### config.mk
export PLATFORM = sky130hd
export DESIGN_NAME = floating_point_stim_sequencer
export DESIGN_NICKNAME = d
export VERILOG_FILES = /design/src/rtl/flt_stim_pkg.sv /design/src/rtl/floating_point_stim_rom.sv /design/src/rtl/floating_point_stim_sequencer.sv
export SDC_FILE = /design/constraint.sdc
export NUM_CORES = 1
export LEC_CHECK = 0
export BUFFER_PORTS_ARGS = -buffer_cell sky130_fd_sc_hd__buf_2
export CORE_MARGIN = 4
export CORE_UTILIZATION = 30
export DETAILED_ROUTE_END_ITERATION = 10
export GPL_TIMING_DRIVEN = 0
export PLACE_DENSITY_LB_ADDON = 0.05
export SYNTH_ARGS = -nofsm -noshare
export SYNTH_HDL_FRONTEND = slang
export SYNTH_SLANG_ARGS = --single-unit
### constraint.sdc
create_clock -name clk -period 1.5 [get_ports clk]
set_input_delay 0.15 -clock clk [delete_from_list [all_inputs] [get_ports clk]]
set_output_delay 0.15 -clock clk [all_outputs]
set_load 0.01 [all_outputs]
### src/rtl/flt_stim_pkg.sv
// Shared types and constants for the floating-point stimulus sequencer.
// Holds the FSM state enum, the built-in ROM table and width helpers.
package flt_stim_pkg;

  typedef enum logic [1:0] {
    IDLE,
    FETCH,
    HOLD,
    DONE
  } state_t;

  localparam int DEF_N = 10;

  localparam logic [7:0] DEF_ROM [DEF_N] = '{
    8'h48, 8'h65, 8'ha3, 8'h5c, 8'hf2,
    8'hdd, 8'h9b, 8'h62, 8'hd5, 8'h0f
  };

  // Index width, never narrower than one bit.
  function automatic int addr_width(input int n);
    return (n > 1) ? $clog2(n) : 1;
  endfunction

  // Width of a counter that must also hold n itself.
  function automatic int cnt_width(input int n);
    return $clog2(n) + 1;
  endfunction

endpackage

### src/rtl/floating_point_stim_rom.sv
// Byte ROM with a one-cycle registered read; out-of-range reads give 0.
// Ports: clk, addr in; data out (registered).
module floating_point_stim_rom
  import flt_stim_pkg::*;
#(
  parameter int    BYTE_W    = 8,
  parameter int    DEPTH     = 10,
  parameter string INIT_FILE = "",
  localparam int   ADDR_W    = addr_width(DEPTH)
) (
  input  logic              clk,
  input  logic [ADDR_W-1:0] addr,
  output logic [BYTE_W-1:0] data
);

  logic [BYTE_W-1:0] mem [DEPTH];
  logic [BYTE_W-1:0] data_d;
  logic [BYTE_W-1:0] data_q;

  for (genvar i = 0; i < DEPTH; i++) begin : g_e
    if (i < DEF_N) begin : g_v
      assign mem[i] = BYTE_W'(DEF_ROM[i]);
    end else begin : g_z
      assign mem[i] = '0;
    end
  end

  always_comb begin
    data_d = '0;
    if ({1'b0, addr} < (ADDR_W + 1)'(DEPTH)) begin
      data_d = mem[addr];
    end
  end

  always_ff @(posedge clk) begin
    data_q <= data_d;
  end

  assign data = data_q;

endmodule

### src/rtl/floating_point_stim_sequencer.sv
// Streams ROM bytes, packed MSB-first into words, over valid/ready.
// Ports: clk, rst, start, loop_mode, abort, m_ready in; m_* stream, word_idx, busy, done out.
module floating_point_stim_sequencer
  import flt_stim_pkg::*;
#(
  parameter int    BYTE_W     = 8,
  parameter int    DEPTH      = 10,
  parameter int    WORD_BYTES = 2,
  parameter string INIT_FILE  = "",
  localparam int   NUM_WORDS  = DEPTH / WORD_BYTES,
  localparam int   CNT_W      = cnt_width(NUM_WORDS),
  localparam int   DATA_W     = BYTE_W * WORD_BYTES
) (
  input  logic              clk,
  input  logic              rst,
  input  logic              start,
  input  logic              loop_mode,
  input  logic              abort,
  output logic              m_valid,
  input  logic              m_ready,
  output logic [DATA_W-1:0] m_data,
  output logic              m_last,
  output logic [CNT_W-1:0]  word_idx,
  output logic              busy,
  output logic              done
);

  localparam int ADDR_W = addr_width(DEPTH);
  localparam int BC_W   = addr_width(WORD_BYTES + 1);

  if (DEPTH % WORD_BYTES != 0) begin : g_bad_depth
    $error("DEPTH must be a multiple of WORD_BYTES");
  end

  state_t            state_q, state_d;
  logic [ADDR_W-1:0] rd_addr_q, rd_addr_d;
  logic [BC_W-1:0]   iss_q, iss_d;
  logic [BC_W-1:0]   cap_q, cap_d;
  logic              req_q, req_d;
  logic              rvld_q, rvld_d;
  logic [DATA_W-1:0] asm_q, asm_d;
  logic [CNT_W-1:0]  idx_q, idx_d;
  logic [BYTE_W-1:0] rom_data;
  logic              is_last;

  floating_point_stim_rom #(
    .BYTE_W   (BYTE_W),
    .DEPTH    (DEPTH),
    .INIT_FILE(INIT_FILE)
  ) u_rom (
    .clk (clk),
    .addr(rd_addr_q),
    .data(rom_data)
  );

  assign is_last = (idx_q == CNT_W'(NUM_WORDS - 1));

  always_comb begin
    state_d   = state_q;
    rd_addr_d = rd_addr_q;
    iss_d     = iss_q;
    cap_d     = cap_q;
    req_d     = req_q;
    rvld_d    = rvld_q;
    asm_d     = asm_q;
    idx_d     = idx_q;

    unique case (state_q)
      IDLE: begin
        if (start) begin
          state_d   = FETCH;
          rd_addr_d = '0;
          iss_d     = BC_W'(1);
          req_d     = 1'b1;
          cap_d     = '0;
          rvld_d    = 1'b0;
          idx_d     = '0;
        end
      end
      FETCH: begin
        // req marks a live address; rvld marks the ROM byte a cycle later.
        rvld_d = req_q;
        if (iss_q < BC_W'(WORD_BYTES)) begin
          rd_addr_d = rd_addr_q + ADDR_W'(1);
          iss_d     = iss_q + BC_W'(1);
          req_d     = 1'b1;
        end else begin
          req_d = 1'b0;
        end
        if (rvld_q) begin
          asm_d = (asm_q << BYTE_W) | DATA_W'(rom_data);
          cap_d = cap_q + BC_W'(1);
        end
        if (cap_q == BC_W'(WORD_BYTES)) begin
          state_d = HOLD;
        end
      end
      HOLD: begin
        if (m_ready) begin
          if (is_last && !loop_mode) begin
            state_d = DONE;
            idx_d   = '0;
          end else begin
            state_d = FETCH;
            iss_d   = BC_W'(1);
            req_d   = 1'b1;
            cap_d   = '0;
            rvld_d  = 1'b0;
            if (is_last) begin
              idx_d     = '0;
              rd_addr_d = '0;
            end else begin
              // rd_addr still holds the last byte of this word.
              idx_d     = idx_q + CNT_W'(1);
              rd_addr_d = rd_addr_q + ADDR_W'(1);
            end
          end
        end
      end
      DONE: begin
        state_d = IDLE;
      end
      default: begin
        state_d = IDLE;
      end
    endcase

    if (abort) begin
      state_d = IDLE;
      idx_d   = '0;
      req_d   = 1'b0;
      rvld_d  = 1'b0;
      iss_d   = '0;
      cap_d   = '0;
    end
  end

  always_ff @(posedge clk) begin
    if (rst) begin
      state_q   <= IDLE;
      rd_addr_q <= '0;
      iss_q     <= '0;
      cap_q     <= '0;
      req_q     <= 1'b0;
      rvld_q    <= 1'b0;
      asm_q     <= '0;
      idx_q     <= '0;
    end else begin
      state_q   <= state_d;
      rd_addr_q <= rd_addr_d;
      iss_q     <= iss_d;
      cap_q     <= cap_d;
      req_q     <= req_d;
      rvld_q    <= rvld_d;
      asm_q     <= asm_d;
      idx_q     <= idx_d;
    end
  end

  assign m_valid  = (state_q == HOLD);
  assign m_last   = (state_q == HOLD) && is_last;
  assign m_data   = asm_q;
  assign word_idx = idx_q;
  assign busy     = (state_q != IDLE);
  assign done     = (state_q == DONE);

endmodule

; Yosys cells after proc, flatten, opt, wreduce, memory -nomap -nowiden
; Memory sizes are Yosys's and may differ from the RTL's. A register that Yosys moved wholly into a read port is not among the register bits.
; Index checks and enable logic that the tools add are counted.
; W data, S select, Z words.
[op_classes]
addsub = 4
magnitude_cmp = 2
n_eq_ne = 11
muxes = 33
bitwise = 2
n_reduce_logical = 15
[ops]
columns = cell, count
row1 = $mux W4, 8
row2 = $mux W2, 11
row3 = $or A16 B8 Y16, 1
row4 = $pmux W2 S3, 2
row5 = $pmux W4 S3, 1
row6 = $ne A2 B2 Y1 const B, 5
row7 = $reduce_and A5 Y1, 2
row8 = $add A4 B1 Y4 const B, 2
row9 = $pmux W2 S4, 1
row10 = $pmux W4 S2, 1
row11 = $mux W1, 7
row12 = $eq A2 B2 Y1 const B, 3
row13 = $pmux W1 S3, 2
row14 = $reduce_and A3 Y1, 2
row15 = $not A4 Y5, 1
row16 = $add A2 B1 Y2 const B, 2
row17 = $eq A4 B3 Y1 const B, 1
row18 = $lt A4 B4 Y1 const B, 1
row19 = $reduce_and A4 Y1, 1
row20 = $reduce_bool A2 Y1, 2
row21 = $reduce_bool A3 Y1, 1
row22 = $eq A2 B1 Y1 const B, 1
row23 = $logic_and A1 B1 Y1, 2
row24 = $logic_not A1 Y1, 2
row25 = other kinds (5), 5
[word_totals]
regBits = 32
rom_bits = 128
inputBits = 6
output_inout_bits = 24
elab_cells = 76
memories = 1
[mem_list]
columns = memory, words, width, read_ports, rd_ports_with_merged_regs, wr, line
row1 = (name not given), 16, 8, 1, 1, 0, floating_point_stim_rom.sv:31  ; data_d = mem[addr];

; Longest topological paths before layout
[logic_depth]
ltp_word = 5
mapped_depth = 8
depth_no_buf = 6

; Cells and area by module
; Synthesis repeated with hierarchy kept, for this count alone.
[unflattened]
cells_unflattened = 219
hier_area_um2 = 1905.6
[modules_own_cells]
columns = mod, instances, cells_each, area_each_um2, seq_area_each_um2
row1 = floating_point_stim_sequencer, 1, 182, 1498.9, 640.6
row2 = floating_point_stim_rom, 1, 37, 406.6, 160.2

; Least setup slack after synthesis
; No wires, ideal clock.
[synth_path]
path_kind = reg-to-reg
start = register state_q[0]
end = register cap_q[0]
setup_ns = 0.117
t_arrival_ns = 1.538
required_ns = 1.383
setup_slack_ns = -0.155
stages_incl_launch_ff = 8
path_buffers = 1
period_less_slack_ns = 1.655
path_cell_list = dfxtp_1 > inv_1 > ha_1 > buf_4 > nand2b_2 > o2111a_2 > o21ai_0 > a32o_1
[synth_between]
elab_chain_len = 3
elab_cells_between_ends = 10
classes_between = 6 x eq/ne / 1 x mux / 3 x reduce/logical
[synth_rtl]
columns = element, line
row1 = start: declaration, floating_point_stim_sequencer.sv:35  ; state_t state_q, state_d;
row2 = start signal: assignment, floating_point_stim_sequencer.sv:149  ; state_q <= state_d;
row3 = $eq A2 B2 Y1 (*), n/a
row4 = via m_valid, floating_point_stim_sequencer.sv:19  ; output logic m_valid,
row5 = "$ne A2 B2 Y1 (no source line), or another cell as far along", n/a
row6 = $reduce_and A5 Y1 (no source line), n/a
row7 = end signal: assignment, floating_point_stim_sequencer.sv:152  ; cap_q <= cap_d;
row8 = end: declaration, floating_point_stim_sequencer.sv:38  ; logic [BC_W-1:0] cap_q, cap_d;
; Mark *: on every way through the listed nets, which the timed path passes. The rest lies on a longest branch.
; A chain may end at the register's enable or synchronous reset.

; Worst setup path in the final report
[layout_path]
start = register state_q[0]
end = register iss_q[0]
[layout_between]
elab_chain_len = 3
elab_cells_between_ends = 10
classes_between = 6 x eq/ne / 1 x mux / 3 x reduce/logical
[layout_rtl]
columns = element, line
row1 = "$eq A2 B1 Y1, or another cell as far along", floating_point_stim_sequencer.sv:68  ; unique case (state_q)
row2 = "$ne A2 B2 Y1 (no source line), or another cell as far along", n/a
row3 = $reduce_and A5 Y1 (no source line), n/a
row4 = end signal: assignment, floating_point_stim_sequencer.sv:151  ; iss_q <= iss_d;
row5 = end: declaration, floating_point_stim_sequencer.sv:37  ; logic [BC_W-1:0] iss_q, iss_d;
; Several ways; a longest one is shown, not always the timed one.

==> results <==
- In this run the tool buffered the top-level ports with 29 buffer cells.
- The number of global-route vias before repair is approximately 1.6k.
- The proportion of netlist area held by the largest area contributor is 43.1%.
- Overall power consumption after layout is estimated at 0.00214 W.
- Data on the critical path arrives at its endpoint at 1.71 ns.
- The number of nets in the layout is ~280.
- The root buffer cell is clkbuf_8.
- After clock tree synthesis, the flow added hold-fix buffers numbering 0.
- 0 antenna diodes ended up in the layout.
- After synthesis, the cell types taking the most area are dfxtp_1 43%, ha_1 8.8%, nand2_1 8.3%.
- The longest clock path from root to sink contains 2 buffers.
- The dominant synthesized flop cell is dfxtp_1.
- The clock transition time at the flip-flop clock pins of the worst setup and hold paths is roughly 0.080 ns.
- For this configuration, the core starts out at a cell density of a little under a third.
- The worst setup path is of the flop to flop kind.
- The I/O pin count is 30.
- Across the run, the number of max-cap violations was 0.
- For this run the aggregate overflow at the end of global routing stands at 0.
- The minimum clock period after layout is ~1.6 ns.
- The final-report max-slew violation count came to 0.
- The fill cell instance count of the final layout is 630.
- The CTS tree is yes.
- The number of remaining DRC errors is 0.
- The power per standard cell area is approximately 900 nW/um2.
- Dividing the detail-routed wire length by the instance count gives 13.5 um.
- The synthesis warning total is 0.
- Summing all multi-input logic gate instances after layout gives roughly 1000 um2.
- The average cell area after synthesis is roughly 8.5 um2.
- Across the VDD grid, the largest voltage drop is roughly 0.00049 V.
- The setup violation total in the final timing report is 10.
- The HPWL after detailed placement is approximately 3.2 mm.
- The first TritonRoute pass finished after 4 iterations.
- Summed over all instances, the cell type with the most area after synthesis is dfxtp_1.
- The slowest stage of the critical path belongs to the cell dfxtp_4.
- The overall routing resource usage is about an eighth.
- In the layout the commonest cells are 40 x nand2_1, 35 x dfxtp_1, 31 x buf_2.
- The detail-routed via count per cell is a little under 5.
- The flip-flop and latch count after synthesis is 40.
- Data on the critical path is required at its endpoint by roughly 1.7 ns.
- The nature of the critical path endpoint is a flop.
- The synthesized design contains 0 enable-type register cells.
- For the worst-skew pair, the clock arrives at the later sink with an insertion delay of approximately 0.30 ns.
- The run finished, with violations left.
- The CTS H-tree depth is 2.
- The signal on the critical path passes through inv_4, ha_4, nand4b_4, o2111a_2, buf_6, a21oi_2, a211oi_2.
- The site row count is 28.
- The core area is 5960 um2.
- The least setup slack across all paths after layout is -0.0582 ns.
- When the netlist entered floorplanning its net count stood at about 240.
- Measured against its own limit, the worst slew margin works out to 62.6%.
- The worst path uses 104% of the clock period.
- The ratio of cells with drive above 1 in the final layout is between 20% and 30%.
- The wire length reported by the detailed router is around 4.5 mm.
- For the pin with the worst max-slew slack, the measured transition is 0.561 ns.
- Counting every instance in the synthesized netlist gives ~220.
- The worst setup path is launched from a flop.
- The number of nets still failing antenna checks after routing is 0.
- The synthesis-to-layout area growth is 27.5%.
- The highest achievable clock rate is roughly 0.64 GHz.
- The initial antenna violation count is 0.
- The worst-path maximum fanout is 7.
- The largest clock skew in the final design is 0.0133 ns.
- For this run, asynchronously set or reset flops after synthesis account for 0%.
- The register area is just over 800 um2.
- Measured in cells, the most critical reg-to-reg path has a length of 7.
- The most frequent standard cell in the layout excluding fill and tap cells is nand2_1.
- The count of final hold-check violations was 0.
- The worst hold path belongs to the class input pin to flop.
- After the first detailed-routing iteration, the DRC count stood at 78.
- The die is 86.7 um wide.
- The clock drives 40 sinks.
- Buffers inserted during clock tree synthesis total 5.
- The worst hold path passes through 3 cells.
- The die covers approximately 7500 um2.
- The final reports fail on setup timing.
- At the end of routability-driven placement, the weighted congestion stood at ~0.73.
- The setup TNS after final layout is -0.285 ns.
- Entering global routing, the biggest net connects 15 pins.
- The die is slightly below 90 um tall.
- The post-synth design cell area is roughly 1900 um2.
- The sequential share of the synthesized area is 43.1%.
- Setup repair after global routing could not meet its margin everywhere.
- The overall via count from detail_route is 1667.
- The unique cell type count in the Yosys netlist is 39.
- The global-route wire length before repair is about 7.7 mm.
- On the worst path, the slowest cell contributes a delay of 0.37 ns.
- At the end of the flow the core is filled with cells to around two fifths.
- In this run the static leakage power is ~1.0 nW.
-- registers in the layout, summed over array words and instances (netlist names) --
register    cells
word_idx        4
cap_q           2
state_q         2
rvld_q          1
iss_q           2
u_rom.data      8
m_data         16
req_q           1
rd_addr_q       4
-- worst max-delay path, delay by kind of cell (launching register included) --
family / cells / cell delay (ns)
buf+inv: 2 / 0.21
flops: 1 / 0.37
fa+ha+maj: 1 / 0.18
compound gates: 3 / 0.51
simple gates: 1 / 0.14
-- through the flow --
step	hold WS [ns]	setup slack, ns	instance area [um2]	instances
2_1_floorplan	0.357	-0.0141	1880	219
3_3_place_gp	0.425	-0.353	2120	323
3_5_place_dp	0.426	-0.302	2120	323
4_1_cts	0.229	-0.0459	2340	334
5_1_grt	0.234	-0.127	2370	336
6_report	0.229	-0.0582	2370	336
-- timing repair --
item                                   in CTS  in global routing
pin swaps                                   6                 12
resized for setup                          20                  8
endpoints found under the hold margin       0                  0
setup endpoints to repair                  28                 22
setup buffers                               5                  3
gates cloned                                1                  0
-- layer usage --
metal  vias to the layer above  share of wire (%)  wire length (um)  GRT usage (%)
met5                         -                  0                 0              0
met4                         0               0.88                40           3.82
met3                         5                4.3               193           3.04
met2                        37                 48              2180           21.1
met1                       776                 47              2120           17.2
li1                        849                  -                 -              -
-- cells by family after synthesis --
logic type               Yosys count  synth area share (%)
buffers and inverters             25                  5.93
AND/OR/NAND/NOR                   81                  21.2
adder cells (fa/ha/maj)           13                  8.75
AO/OA/AOI/OAI                     59                  20.5
XOR/XNOR                           1                 0.471
flip-flops                        40                  43.1
-- power by group --
part / switching, W / internal, W
clock: 0.000405 / 0.000501
sequential: 0.00000930 / 0.00107
combinational: 0.0000906 / 0.0000625
total: 0.000505 / 0.00163
-- Yosys cell counts (2+ instances only) --
cell type  number
nand4_1         4
a31o_2          3
nor3_1          5
nand2b_1        2
nand2_1        41
buf_2           4
nor2_1         10
a31oi_1         2
inv_1          14
o22ai_1         3
a22oi_1         3
nand3b_1        2
o211a_1         2
nand3_1         6
dfxtp_1        40
or3_1           2
o21ai_0         6
ha_1           13
and2_1          3
a21oi_1        29
clkbuf_1        5
a32o_1          2
a211oi_1        2
-- path summary, 6_finish.rpt --
kind,endpoint,slack [ns],start
worst max-delay path,iss_q[0],-0.06,state_q[0]
worst min-delay path,state_q[1],0.23,loop_mode
worst max register to register,iss_q[0],-0.06,state_q[0]
worst min register to register,m_data[0],0.43,u_rom.data[0]
-- area by class of cell --
cell class,instances,area share (%)
Buffer,7,1.69
Inverter,14,2.32
Sequential cell,40,34.3
Timing Repair Buffer,38,9.14
Tap cell,75,3.96
Clock inverter,3,1.95
Multi-Input combinational cell,154,43.7
Clock buffer,5,2.91
No activity file was read; power rests on OpenSTA's default activity.
